File: src/rtl/crcu_reg_pkg.sv
// Shared constants, APB state encoding and write-command payload for the CRCU reset-control register block.
package crcu_reg_pkg;

    localparam int unsigned DATA_W  = 32;
    localparam int unsigned OFF_W   = 5;
    localparam int unsigned STATE_W = 2;

    localparam logic [OFF_W-1:0] OFF_CPM_CTL  = 5'h00;
    localparam logic [OFF_W-1:0] OFF_PERI_CTL = 5'h04;
    localparam logic [OFF_W-1:0] OFF_SWRST    = 5'h08;
    localparam logic [OFF_W-1:0] OFF_STATUS   = 5'h0C;
    localparam logic [OFF_W-1:0] OFF_LOCK     = 5'h10;

    localparam logic [DATA_W-1:0] CTL_WMASK = 32'h0000_FF07;
    localparam logic [7:0]        LOCK_KEY  = 8'hA5;

    localparam logic [STATE_W-1:0] ST_IDLE   = 2'd0;
    localparam logic [STATE_W-1:0] ST_SETUP  = 2'd1;
    localparam logic [STATE_W-1:0] ST_ACCESS = 2'd2;

    typedef enum logic [STATE_W-1:0] {
        APB_IDLE   = ST_IDLE,
        APB_SETUP  = ST_SETUP,
        APB_ACCESS = ST_ACCESS
    } apb_state_t;

    // Write decoded in SETUP, committed on the edge that ends ACCESS.
    typedef struct packed {
        logic              wr_cpm;
        logic              wr_peri;
        logic              swrst;
        logic [DATA_W-1:0] wdata;
    } reg_cmd_t;

endpackage

File: src/rtl/crcu_rst_apb_regs_if.sv
// APB3 bus bundle between the system bus master and the CRCU register slave.
interface crcu_rst_apb_regs_if #(
    parameter int unsigned ADDR_W = 8
);
    logic              PSEL;
    logic              PENABLE;
    logic              PWRITE;
    logic [ADDR_W-1:0] PADDR;
    logic [31:0]       PWDATA;
    logic [31:0]       PRDATA;
    logic              PREADY;
    logic              PSLVERR;

    modport master (
        output PSEL, PENABLE, PWRITE, PADDR, PWDATA,
        input  PRDATA, PREADY, PSLVERR
    );

    modport slave (
        input  PSEL, PENABLE, PWRITE, PADDR, PWDATA,
        output PRDATA, PREADY, PSLVERR
    );
endinterface

File: src/rtl/crcu_swrst_pulse.sv
// Self-timed software reset request: a start while idle yields a pulse SWRST_CYCLES clocks wide.
module crcu_swrst_pulse #(
    parameter int unsigned SWRST_CYCLES = 16
) (
    input  logic clk,
    input  logic rst,
    input  logic start_i,
    output logic busy_o,
    output logic sw_rst_req_o
);
    localparam int unsigned       CNT_W = 8;
    localparam logic [CNT_W-1:0] LOAD  = CNT_W'(SWRST_CYCLES);

    logic [CNT_W-1:0] cnt_q, cnt_d;
    logic             req_q, req_d;

    // Start is ignored while busy so a running pulse is never extended.
    always_comb begin
        cnt_d = cnt_q;
        req_d = req_q;
        if (start_i && !req_q) begin
            cnt_d = LOAD;
            req_d = 1'b1;
        end else if (cnt_q != '0) begin
            cnt_d = cnt_q - CNT_W'(1);
            req_d = (cnt_q != CNT_W'(1));
        end
    end

    always_ff @(posedge clk or posedge rst) begin
        if (rst) begin
            cnt_q <= '0;
            req_q <= 1'b0;
        end else begin
            cnt_q <= cnt_d;
            req_q <= req_d;
        end
    end

    assign busy_o       = req_q;
    assign sw_rst_req_o = req_q;

endmodule

File: src/rtl/crcu_rst_apb_regs.sv
// APB3 slave holding the CRCU CPM/peripheral reset-control words and the software reset pulse.
// Optional write-once LOCK register enabled by defining CRCU_REG_LOCK_EN.
module crcu_rst_apb_regs
    import crcu_reg_pkg::*;
#(
    parameter int unsigned ADDR_W       = 8,
    parameter int unsigned SWRST_CYCLES = 16
) (
    input  logic                  CRCU_CLK,
    input  logic                  CRCU_RST,
    crcu_rst_apb_regs_if.slave    apb,
    output logic [DATA_W-1:0]     cpm_rst_ctl_reg,
    output logic [DATA_W-1:0]     peri_rst_ctl_reg,
    output logic                  sw_rst_req
);
    apb_state_t        state_q, state_d;
    reg_cmd_t          cmd_q, cmd_d;
    logic              pready_q, pready_d;
    logic              pslverr_q, pslverr_d;
    logic [DATA_W-1:0] prdata_q, prdata_d;
    logic [DATA_W-1:0] cpm_q, peri_q;
    logic              swrst_busy;
    logic              locked_c;
    logic [ADDR_W-1:0] paddr_c;
    logic [OFF_W-1:0]  off_c;
    logic              unused_paddr;

    assign paddr_c      = apb.PADDR;
    assign off_c        = {paddr_c[4:2], 2'b00};
    assign unused_paddr = ^paddr_c;

`ifdef CRCU_REG_LOCK_EN
    logic lock_q, lock_wr_q, lock_wr_d;

    // Write-once lock; only reset clears it.
    always_ff @(posedge CRCU_CLK or posedge CRCU_RST) begin
        if (CRCU_RST) begin
            lock_q    <= 1'b0;
            lock_wr_q <= 1'b0;
        end else begin
            lock_wr_q <= lock_wr_d;
            if (lock_wr_q) lock_q <= 1'b1;
        end
    end

    assign locked_c = lock_q;
`else
    assign locked_c = 1'b0;
`endif

    // Transfer FSM; decode happens in SETUP so ACCESS presents registered responses.
    always_comb begin
        state_d       = state_q;
        cmd_d         = cmd_q;
        cmd_d.wr_cpm  = 1'b0;
        cmd_d.wr_peri = 1'b0;
        cmd_d.swrst   = 1'b0;
        pready_d      = 1'b0;
        pslverr_d     = 1'b0;
        prdata_d      = '0;
`ifdef CRCU_REG_LOCK_EN
        lock_wr_d     = 1'b0;
`endif
        case (state_q)
            APB_IDLE: begin
                if (apb.PSEL && !apb.PENABLE) state_d = APB_SETUP;
            end
            APB_SETUP: begin
                if (!apb.PSEL) begin
                    state_d = APB_IDLE;
                end else begin
                    state_d     = APB_ACCESS;
                    pready_d    = 1'b1;
                    cmd_d.wdata = apb.PWDATA;
                    case (off_c)
                        OFF_CPM_CTL: begin
                            if (apb.PWRITE) begin
                                pslverr_d    = locked_c;
                                cmd_d.wr_cpm = !locked_c;
                            end else begin
                                prdata_d = cpm_q;
                            end
                        end
                        OFF_PERI_CTL: begin
                            if (apb.PWRITE) begin
                                pslverr_d     = locked_c;
                                cmd_d.wr_peri = !locked_c;
                            end else begin
                                prdata_d = peri_q;
                            end
                        end
                        OFF_SWRST: begin
                            if (apb.PWRITE) begin
                                pslverr_d   = locked_c;
                                cmd_d.swrst = !locked_c && apb.PWDATA[0];
                            end
                        end
                        OFF_STATUS: begin
                            if (apb.PWRITE) pslverr_d = 1'b1;
                            else            prdata_d  = {{(DATA_W-1){1'b0}}, swrst_busy};
                        end
`ifdef CRCU_REG_LOCK_EN
                        OFF_LOCK: begin
                            if (apb.PWRITE) lock_wr_d = (apb.PWDATA[7:0] == LOCK_KEY);
                            else            prdata_d  = {{(DATA_W-1){1'b0}}, lock_q};
                        end
`endif
                        default: pslverr_d = 1'b1;
                    endcase
                end
            end
            APB_ACCESS: begin
                if (apb.PSEL && !apb.PENABLE) state_d = APB_SETUP;
                else                          state_d = APB_IDLE;
            end
            default: state_d = APB_IDLE;
        endcase
    end

    always_ff @(posedge CRCU_CLK or posedge CRCU_RST) begin
        if (CRCU_RST) begin
            state_q   <= APB_IDLE;
            cmd_q     <= '0;
            pready_q  <= 1'b0;
            pslverr_q <= 1'b0;
            prdata_q  <= '0;
            cpm_q     <= '0;
            peri_q    <= '0;
        end else begin
            state_q   <= state_d;
            cmd_q     <= cmd_d;
            pready_q  <= pready_d;
            pslverr_q <= pslverr_d;
            prdata_q  <= prdata_d;
            if (cmd_q.wr_cpm)  cpm_q  <= cmd_q.wdata & CTL_WMASK;
            if (cmd_q.wr_peri) peri_q <= cmd_q.wdata & CTL_WMASK;
        end
    end

    crcu_swrst_pulse #(
        .SWRST_CYCLES (SWRST_CYCLES)
    ) u_swrst (
        .clk          (CRCU_CLK),
        .rst          (CRCU_RST),
        .start_i      (cmd_q.swrst),
        .busy_o       (swrst_busy),
        .sw_rst_req_o (sw_rst_req)
    );

    assign apb.PREADY       = pready_q;
    assign apb.PSLVERR      = pslverr_q;
    assign apb.PRDATA       = prdata_q;
    assign cpm_rst_ctl_reg  = cpm_q;
    assign peri_rst_ctl_reg = peri_q;

endmodule

File: src/flat_wrapper.sv
// flat-port wrapper written by rule: the top's interface ports become plain ports
module crcu_rst_apb_regs_flat import crcu_reg_pkg::*;
#(
    parameter int unsigned ADDR_W       = 8,
    parameter int unsigned SWRST_CYCLES = 16
)
  (CRCU_CLK, CRCU_RST, cpm_rst_ctl_reg, peri_rst_ctl_reg, sw_rst_req, apb_PSEL, apb_PENABLE, apb_PWRITE, apb_PADDR, apb_PWDATA, apb_PRDATA, apb_PREADY, apb_PSLVERR);
  crcu_rst_apb_regs_if #(.ADDR_W(ADDR_W)) apb_i ();
  input  logic CRCU_CLK;
  input  logic CRCU_RST;
  output logic [DATA_W-1:0] cpm_rst_ctl_reg;
  output logic [DATA_W-1:0] peri_rst_ctl_reg;
  output logic sw_rst_req;
  input wire logic [$bits(apb_i.PSEL)-1:0] apb_PSEL;
  input wire logic [$bits(apb_i.PENABLE)-1:0] apb_PENABLE;
  input wire logic [$bits(apb_i.PWRITE)-1:0] apb_PWRITE;
  input wire logic [$bits(apb_i.PADDR)-1:0] apb_PADDR;
  input wire logic [$bits(apb_i.PWDATA)-1:0] apb_PWDATA;
  output wire logic [$bits(apb_i.PRDATA)-1:0] apb_PRDATA;
  output wire logic [$bits(apb_i.PREADY)-1:0] apb_PREADY;
  output wire logic [$bits(apb_i.PSLVERR)-1:0] apb_PSLVERR;
  assign apb_i.PSEL = apb_PSEL;
  assign apb_i.PENABLE = apb_PENABLE;
  assign apb_i.PWRITE = apb_PWRITE;
  assign apb_i.PADDR = apb_PADDR;
  assign apb_i.PWDATA = apb_PWDATA;
  assign apb_PRDATA = apb_i.PRDATA;
  assign apb_PREADY = apb_i.PREADY;
  assign apb_PSLVERR = apb_i.PSLVERR;
  crcu_rst_apb_regs #(.ADDR_W(ADDR_W), .SWRST_CYCLES(SWRST_CYCLES)) u_core (.CRCU_CLK(CRCU_CLK), .CRCU_RST(CRCU_RST), .apb(apb_i), .cpm_rst_ctl_reg(cpm_rst_ctl_reg), .peri_rst_ctl_reg(peri_rst_ctl_reg), .sw_rst_req(sw_rst_req));
endmodule
File: config.mk
export PLATFORM = sky130hd
export DESIGN_NAME = crcu_rst_apb_regs_flat
export DESIGN_NICKNAME = d
export VERILOG_FILES = /design/src/rtl/crcu_reg_pkg.sv /design/src/rtl/crcu_rst_apb_regs_if.sv /design/src/rtl/crcu_swrst_pulse.sv /design/src/rtl/crcu_rst_apb_regs.sv /design/src/flat_wrapper.sv
export SDC_FILE = /design/constraint.sdc
export NUM_CORES = 1
export LEC_CHECK = 0
export CAP_MARGIN = 40
export CORE_MARGIN = 2
export CORE_UTILIZATION = 42
export CTS_BUF_LIST = sky130_fd_sc_hd__clkbuf_8
export DETAILED_ROUTE_END_ITERATION = 8
export PLACE_DENSITY_LB_ADDON = 0.25
export SYNTH_ARGS = -nofsm -noshare
export SYNTH_HDL_FRONTEND = slang
export SYNTH_SLANG_ARGS = --single-unit
File: constraint.sdc
create_clock -name CRCU_CLK -period 2.5 [get_ports CRCU_CLK]
set_input_delay 0.5 -clock CRCU_CLK [delete_from_list [all_inputs] [get_ports CRCU_CLK]]
set_output_delay 0.5 -clock CRCU_CLK [all_outputs]
set_load 0.05 [all_outputs]
# Word-level counts from Yosys, hierarchy flattened
# Cells that the tools add are included.
op_classes:
  add_sub_neg: 1
  n_eq_ne: 7
  n_mux: 26
  reduce_logical: 10
ops:
  columns: ["operator", "count"]
  rows:
  - ["$pmux 32 s3", 1]
  - ["$mux 35", 2]
  - ["$mux 32", 2]
  - ["$mux 16", 2]
  - ["$mux 8", 2]
  - ["$mux 1", 13]
  - ["$ne 8x1->1 const B", 1]
  - ["$reduce_bool 8->1", 1]
  - ["$sub 8x1->8 const B", 1]
  - ["$eq 3x2->1 const B", 2]
  - ["$pmux 2 s3", 1]
  - ["$logic_not 5->1", 1]
  - ["$mux 2", 2]
  - ["$eq 3x1->1 const B", 1]
  - ["$reduce_or 3->1", 1]
  - ["$eq 2x1->1 const B", 1]
  - ["$eq 2x2->1 const B", 1]
  - ["$logic_and 1x1->1", 2]
  - ["$logic_not 1->1", 2]
  - ["$logic_not 2->1", 1]
  - ["$ne 2x1->1 const B", 1]
  - ["$pmux 1 s2", 1]
  - ["$reduce_and 2->1", 1]
  - ["$reduce_bool 2->1", 1]
totals:
  regBits: 102
  input_bits: 45
  output_inout_bits: 99
  word_cells: 56

# Longest topological paths before layout
# Gate-level depths: netlist (run 1).
logic_depth:
  depth_word: 5
  mapped_depth: 6
  depth_no_buf: 5

# By module
# From an unflattened synthesis (run 1), not the netlist that was laid out.
unflattened:
  cells_unflattened: 269
  hier_area_um2: 2939.1
by_module_without_submodules:
  columns: ["mod", "n_inst", "cells_per_inst", "area_per_inst_um2", "seq_area_each_um2"]
  rows:
  - ["crcu_rst_apb_regs", 1, 216, 2406.1, 1276.2]
  - ["crcu_swrst_pulse", 1, 53, 533.0, 225.2]

# Least setup slack after synthesis (run 1)
# Ideal clock, no wire load.
synth_path:
  kind: "reg2reg"
  from: "reg u_core.u_swrst.cnt_q[2]"
  to: "reg u_core.u_swrst.cnt_q[6]"
  setup_ns: 0.079
  arrival_time_ns: 1.646
  t_required_ns: 2.421
  slack_ns: 0.775
  stages_incl_launch_ff: 5
  n_path_buf: 1
  period_less_slack_ns: 1.725
  path_cell_list: "dfrtp_1 -> or4_1 -> buf_2 -> or4_1 -> a21oi_1"
synth_via:
  elab_chain_cells: 3
  elab_cells_between_ends: 5
  cone_classes: "1 x add/sub; 2 x mux; 2 x reduce/logical"
synth_lines:
  columns: ["item", "line", "source"]
  rows:
  - ["start, declared", "crcu_swrst_pulse.sv:14", "logic [CNT_W-1:0] cnt_q, cnt_d;"]
  - ["start signal, assigned", "crcu_swrst_pulse.sv:35", "cnt_q <= cnt_d;"]
  - ["$sub 8x1->8", "crcu_swrst_pulse.sv:25", "cnt_d = cnt_q - CNT_W'(1);"]
  - ["$mux 8", "crcu_swrst_pulse.sv:24", "end else if (cnt_q != '0) begin"]
  - ["$mux 8", "crcu_swrst_pulse.sv:21", "if (start_i && !req_q) begin"]
# Several ways; a longest one is shown, not always the timed one. The select of a mux whose other input is x is not followed.
# A chain may end at the register's enable or synchronous reset.

# Final worst setup path (run 1)
layout_path:
  from: "reg u_core.u_swrst.req_q, in the netlist u_core.u_swrst.busy_o"
  to: "out sw_rst_req"
layout_lines:
  columns: ["item", "line", "source"]
  rows:
  - ["start, declared", "crcu_swrst_pulse.sv:15", "logic req_q, req_d;"]
  - ["start signal, assigned", "crcu_swrst_pulse.sv:36", "req_q <= req_d;"]
  - ["end, declared", "flat_wrapper.sv:13", "output logic sw_rst_req;"]
# No word-level cell between the ends.

==> impl_metrics.tcl, run 1 <==
set metrics [dict create \
    arrival_ns 1.58 \
    p_comb_frac 0.289 \
    syn_inst 270 \
    min_from "u_core.state_q[0]" \
    reg2reg_to "u_core.u_swrst.cnt_q[6]" \
    cts_resized 0 \
    ir_worst_vdd_mv 0.355 \
    ys_seq_area_frac 0.515 \
    hold_buffers 0 \
    clock-root-buffer "clkbuf_8" \
    drv_cap 0 \
    finalNetCount 378 \
    period_share 0.830 \
    stdcell_count 415 \
    ys_async_sr_fraction 1.00 \
    r2r-start "u_core.u_swrst.cnt_q[2]" \
    die-area_sq_mm 0.00762 \
    pre_cts_slack_ns 0.391 \
    coreArea_sq_mm 0.00676 \
    overflow 0 \
    relSlewSlack 0.608 \
    min_period_ns 2.08 \
    fmax_mhz 482 \
    cp_cell_sequence "clkdlybuf4s50_1" \
    synth.area.top_cells "dfrtp_1, buf_4, mux2_2, nand2_1, mux2i_1" \
    internal_power_uw 1900 \
    vias 1897 \
    slew_viol_final 0 \
    dp_cells 399 \
    worst_slack_ns 0.424 \
    syn_to_final_growth_pct 21.2 \
    yosys.area.top_type "dfrtp_1" \
    ff2ff_path_depth 3 \
    initial_core_util 0.431 \
    cts.path.max_buffers 2 \
    rsz0062_at_grt "false" \
    synth_area_sq_mm 0.00291 \
    power_density_mw_per_mm2 847 \
    synthDistinctLibCells 34 \
    cts_sinks 60 \
    fillers 591 \
    cts_tree "built" \
    dp_hpwl_mm 3.77 \
    setup_viol 0 \
    seqPwrFrac 0.419 \
    synth_edf_count 0 \
    die_x_um 87.3 \
    drtIter0Drc 110 \
    crit_path_end_kind "output pin" \
    post-cts-setup-buffers 0 \
    avgRoutedWirePerCell_um 12.9 \
    min_to "u_core.state_q[0]" \
    critPathTopFamily "buffers and inverters" \
    switchingPower_uw 1090 \
    tns_ns 0 \
    grt_antenna_before_repair 0 \
    grt_max_degree 23 \
    outcome "finished, final reports clean" \
    clock_skew_ns 0.00683 \
    grtUsageTotal 0.146 \
    rrSetupSlack_ns 0.62 \
    yosys_warnings 0 \
    diodes 0 \
    h-tree-depth 3 \
    die_h_um 87.3 \
    viasPerCell 4.57 \
    holdPathStages 1 \
    largest_reg_flops 14 \
    grt_pass1_vias 1681 \
    cts_buffers 9 \
    drc 0 \
    p_sw_frac 0.363 \
    gp_congestion 0.744 \
    ant_nets 0 \
    hold_class "flip-flop to flip-flop" \
    cp.required_ns 2.00 \
    synth_top_area_share 0.515 \
    top_register "u_core.cmd_q" \
    cpMaxStageDelayCell "clkdlybuf4s50_1" \
    crit_buf_inv 1 \
    clock_power_share 0.292 \
    clk_latency_ns 0.33 \
    cp-start-kind "flip-flop" \
    hold_viol 0 \
    synth-seq-cells 60 \
    ioPinCount 144 \
    syn_area_per_cell_sq_um 10.8 \
    wirelength_mm 5.37 \
    layout-drive-gt1-share 0.131 \
    numPortBuffers 54 \
    synth-main-ff-cell "dfrtp_1" \
    path_class "flip-flop to output pin" \
    grt_pass1_wl_mm 8.30 \
    slowest_delay_ns 0.83 \
    clk_pin_slew_ns 0.06 \
    total_leakage_power_uw 0.00174 \
    drt-pass1-iter-count 4 \
    placement_rows 30 \
    tightestPinTransition_ns 0.588 \
    worstPathMaxFanout 5 \
]
==> routing by layer <==
metal | track usage | up-vias | routed length [um]
met5 | 0 | - | 0
met4 | 0.0727 | 0 | 140
met3 | 0.0417 | 12 | 290
met2 | 0.225 | 79 | 2630
met1 | 0.189 | 916 | 2310
li1 | - | 890 | -
==> kinds of logic after synthesis <==
| kind of cell | after synthesis | synth area share |
|---|---|---|
| compound gates | 15 | 0.0335 |
| mux | 34 | 0.126 |
| other cells | 1 | 0.00129 |
| fa+ha+maj | 3 | 0.0129 |
| flops | 60 | 0.515 |
| buf+inv | 78 | 0.182 |
| simple gates | 79 | 0.128 |
==> per-stage QoR <==
step           hold slack, ns  utilization  total power, uW  instance area [sq um]
4_1_cts                 0.431        0.523             3020                   3530
5_1_grt                 0.452        0.523             3160                   3530
2_1_floorplan           0.406            -             2000                   3150
6_report                0.433        0.523             2990                   3530
3_5_place_dp            0.422        0.493             2140                   3330
3_3_place_gp            0.420        0.493             2120                   3330
==> cell usage after synthesis, types with 3 or more instances <==
master    instances
mux2_2           22
a21oi_1           3
o21ai_0           3
buf_4            63
clkbuf_1          6
inv_1             6
or4_1             3
ha_1              3
mux2i_1          12
dfrtp_1          60
nand2_1          39
nor3_1            6
nor2_1           14
==> worst reg2reg max path, cell delays in order (launching register included) <==
cell and delay [ns]:
dfrtp_1 0.44, or4_1 0.71, or4_1 0.52, a21oi_1 0.13
==> cell usage in the layout (no fill, tap or decap), drive strengths merged, types with 2 or more instances in the layout <==
master         Yosys  final
clkbuf             6     11
buf               66      5
o21ai              3      3
or4                3      3
a21oi              3      3
mux2i             12     12
ha                 3      3
nand3              2      2
nand2             39     39
nor3               6      6
o21a               2      2
a2111oi            2      2
mux2              22     22
inv                6      7
nor2              14     14
nor2b              2      2
o31ai              2      2
clkinv             0      2
nand3b             2      2
dfrtp             60     60
clkdlybuf4s50      0     54
nor4               2      2
conb               1     63
a31oi              2      2
==> worst max-delay path by stage <==
stage,startpoint,to,slack (ns),cells after the start
2_1_floorplan,CRCU_RST,u_core.apb.PRDATA[0],0.52,1
3_3_place_gp,apb_PADDR[3],u_core.apb.PRDATA[10],0.42,3
3_5_place_dp,apb_PADDR[3],u_core.apb.PRDATA[12],0.39,3
4_1_cts,u_core.u_swrst.busy_o,sw_rst_req,0.39,1
5_1_grt,u_core.u_swrst.busy_o,sw_rst_req,0.37,1
6_report,u_core.u_swrst.busy_o,sw_rst_req,0.42,1
==> power by group through the flow <==
stage               Sequential, uW  Combinational, uW  Clock, uW
floorplan                     1380                624          0
global placement              1260                858          0
detailed placement            1270                874          0
CTS                           1250                873        891
global route                  1270                945        938
finish                        1250                864        874
==> final cells by class <==
class                           instances  area (sq um)  area share
Multi-Input combinational cell        194          1110       0.315
Clock inverter                          5          51.3      0.0145
Clock buffer                           11           151      0.0429
Inverter                                6          22.5     0.00638
Sequential cell                        60          1500       0.425
Tap cell                               80           100      0.0283
Timing Repair Buffer                   59           591       0.167
Note: power is estimated with default switching activity, not from simulation.
==> run 2: changes to the inputs <==
==> constraint.sdc (replaced) <==
create_clock -name CRCU_CLK -period 2 [get_ports CRCU_CLK]
set_input_delay 0.4 -clock CRCU_CLK [delete_from_list [all_inputs] [get_ports CRCU_CLK]]
set_output_delay 0.4 -clock CRCU_CLK [all_outputs]
set_load 0.05 [all_outputs]
==> run 2 against run 1 <==
Cell count is 0.24% higher. Clock power grew 35%. Cell area increased by 0.64%. Via count shrank 0.37%. Critical endpoint is now cpm_rst_ctl_reg[15]. Flip-flop and latch count stayed put. Sequential power is 26% higher. Non-clock buffer count increased by 1. Critical path depth stayed put. Sequential share of layout area shrank 0.27 points.
==> impl_metrics.tcl, run 2 (synthesized netlist as in run 1, its figures left out) <==
set metrics [dict create \
    outcome "finished, final reports clean" \
    coreArea_sq_mm 0.00676 \
    grt_antenna_before_repair 0 \
    p_sw_frac 0.355 \
    cts_buffers 9 \
    seqCellArea_sq_mm 0.00150 \
    placement_rows 30 \
    tns_ns 0 \
    h-tree-depth 3 \
    placed_cell_area_sq_mm 0.00333 \
    gp_congestion 0.739 \
    final_common_cell "conb_1" \
    cp-start-kind "flip-flop" \
    die-area_sq_mm 0.00762 \
    min_period_ns 1.92 \
    clock-root-buffer "clkbuf_8" \
    path_depth 1 \
    final_cell_mix "conb_1, dfrtp_1, clkdlybuf4s50_1" \
    p_comb_frac 0.286 \
    wl_met3_um 300 \
    clk_latency_ns 0.33 \
    top_layer_used "met4" \
    ant_nets 0 \
    ff2ff_path_depth 5 \
    initial_core_util 0.431 \
    cp.required_ns 1.60 \
    ioPinCount 144 \
    layout-drive-gt1-share 0.134 \
    multiInputGateArea_sq_mm 0.00111 \
    cp_cell_sequence "clkdlybuf4s50_1" \
    die_x_um 87.3 \
    dp_cells 400 \
    relSlewSlack 0.601 \
    wirelength_mm 5.39 \
    final_area_sq_mm 0.00355 \
    dp_hpwl_mm 3.66 \
    slowest_delay_ns 0.82 \
    finalNetCount 379 \
    m1WireLength_mm 2.31 \
    vias 1890 \
    whs_ns 0.442 \
    seqPwrFrac 0.407 \
    power_density_mw_per_mm2 1080 \
    syn_to_final_growth_pct 22.0 \
    grtUsageTotal 0.152 \
    critPathTopFamily "buffers and inverters" \
    grt_max_degree 61 \
    avgRoutedWirePerCell_um 13.0 \
    slew_viol_final 0 \
    numPortBuffers 54 \
    tightestPinTransition_ns 0.598 \
    crit_path_end_kind "output pin" \
    cts_sinks 60 \
    viasPerCell 4.54 \
    crit_buf_inv 1 \
    path_class "flip-flop to output pin" \
    ir_worst_vdd_mv 0.446 \
    drc 0 \
    met2WireLength_mm 2.68 \
    setup_viol 0 \
    cpMaxStageDelayCell "clkdlybuf4s50_1" \
    worstPathMaxFanout 3 \
    switchingPower_uw 1360 \
    clock_power_share 0.306 \
    drtIter0Drc 71 \
    drv_cap 0 \
    fmax_mhz 520 \
    total_leakage_power_uw 0.00177 \
    hold_viol 0 \
    overflow 0 \
    top_register "u_core.cmd_q" \
    rsz0062_at_grt "false" \
    fillers 596 \
    hold_class "flip-flop to flip-flop" \
    cts_tree "built" \
    grt_pass1_wl_mm 8.60 \
    grt_pass1_vias 1714 \
    stdcell_count 416 \
    post-cts-setup-buffers 0 \
    diodes 0 \
    cts.path.max_buffers 2 \
    internal_power_uw 2480 \
    clk_pin_slew_ns 0.06 \
    drt-pass1-iter-count 4 \
    holdPathStages 1 \
    clock_skew_ns 0.00768 \
    period_share 0.962 \
    post-route-util 0.526 \
    largest_reg_flops 14 \
    die_h_um 87.3 \
    arrival_ns 1.52 \
]
run 2: changes by cell type in the layout (fill, tap and decap cells not counted):
cell             previous run  this run
buf_4                       4         6
bufinv_16                   1         2
clkbuf_8                   11        10
clkdlybuf4s50_1            54        52
clkinv_2                    2         1
dlymetal6s2s_1              0         1
inv_1                       6         7
run 2: final timing paths:
| check | from | end | slack [ns] |
|---|---|---|---|
| hold / removal | u_core.state_q[0] | u_core.state_q[0] | 0.44 |
| max in group asynchronous | CRCU_RST | u_core.u_swrst.cnt_q[6] | 1.29 |
| min in group asynchronous | CRCU_RST | u_core.apb.PRDATA[14] | 0.46 |
| setup / recovery | u_core.cpm_rst_ctl_reg[15] | cpm_rst_ctl_reg[15] | 0.08 |
| hold reg to reg | u_core.state_q[0] | u_core.state_q[0] | 0.44 |
| setup reg to reg | u_core.u_swrst.cnt_q[0] | u_core.u_swrst.cnt_q[1] | 0.21 |
run 2: power groups by stage:
stage	combinational (uW)	sequential (uW)	clock, uW
2_1_floorplan	781	1720	0
3_3_place_gp	1080	1580	0
3_5_place_dp	1100	1580	0
4_1_cts	1100	1560	1200
5_1_grt	1200	1600	1260
6_report	1100	1570	1180
run 2: repair_timing:
| action | 4_1_cts | 5_1_grt |
|---|---|---|
| hold buffers | 0 | 0 |
| setup endpoints to repair | 0 | 1 |
| resized for setup | 0 | 1 |
run 2: stage by stage:
step	total power [uW]	setup slack [ns]
floorplan	2510	0.115
global placement	2660	0.136
global route	4060	0.00162
detailed placement	2690	0.118
finish	3840	0.0755
CTS	3870	0.0327
run 2: cell type report:
cell class	count	share of cell area
Clock inverter	6	0.0225
Timing Repair Buffer	60	0.168
Inverter	6	0.00634
Multi-Input combinational cell	194	0.313
Sequential cell	60	0.423
Clock buffer	10	0.0387
Tap cell	80	0.0282
run 2: per-layer routing:
layer  track usage  vias up
met1         0.194      915
met4        0.0797        0
li1              -      892
met3        0.0370        8
met2         0.237       75
met5             0        -
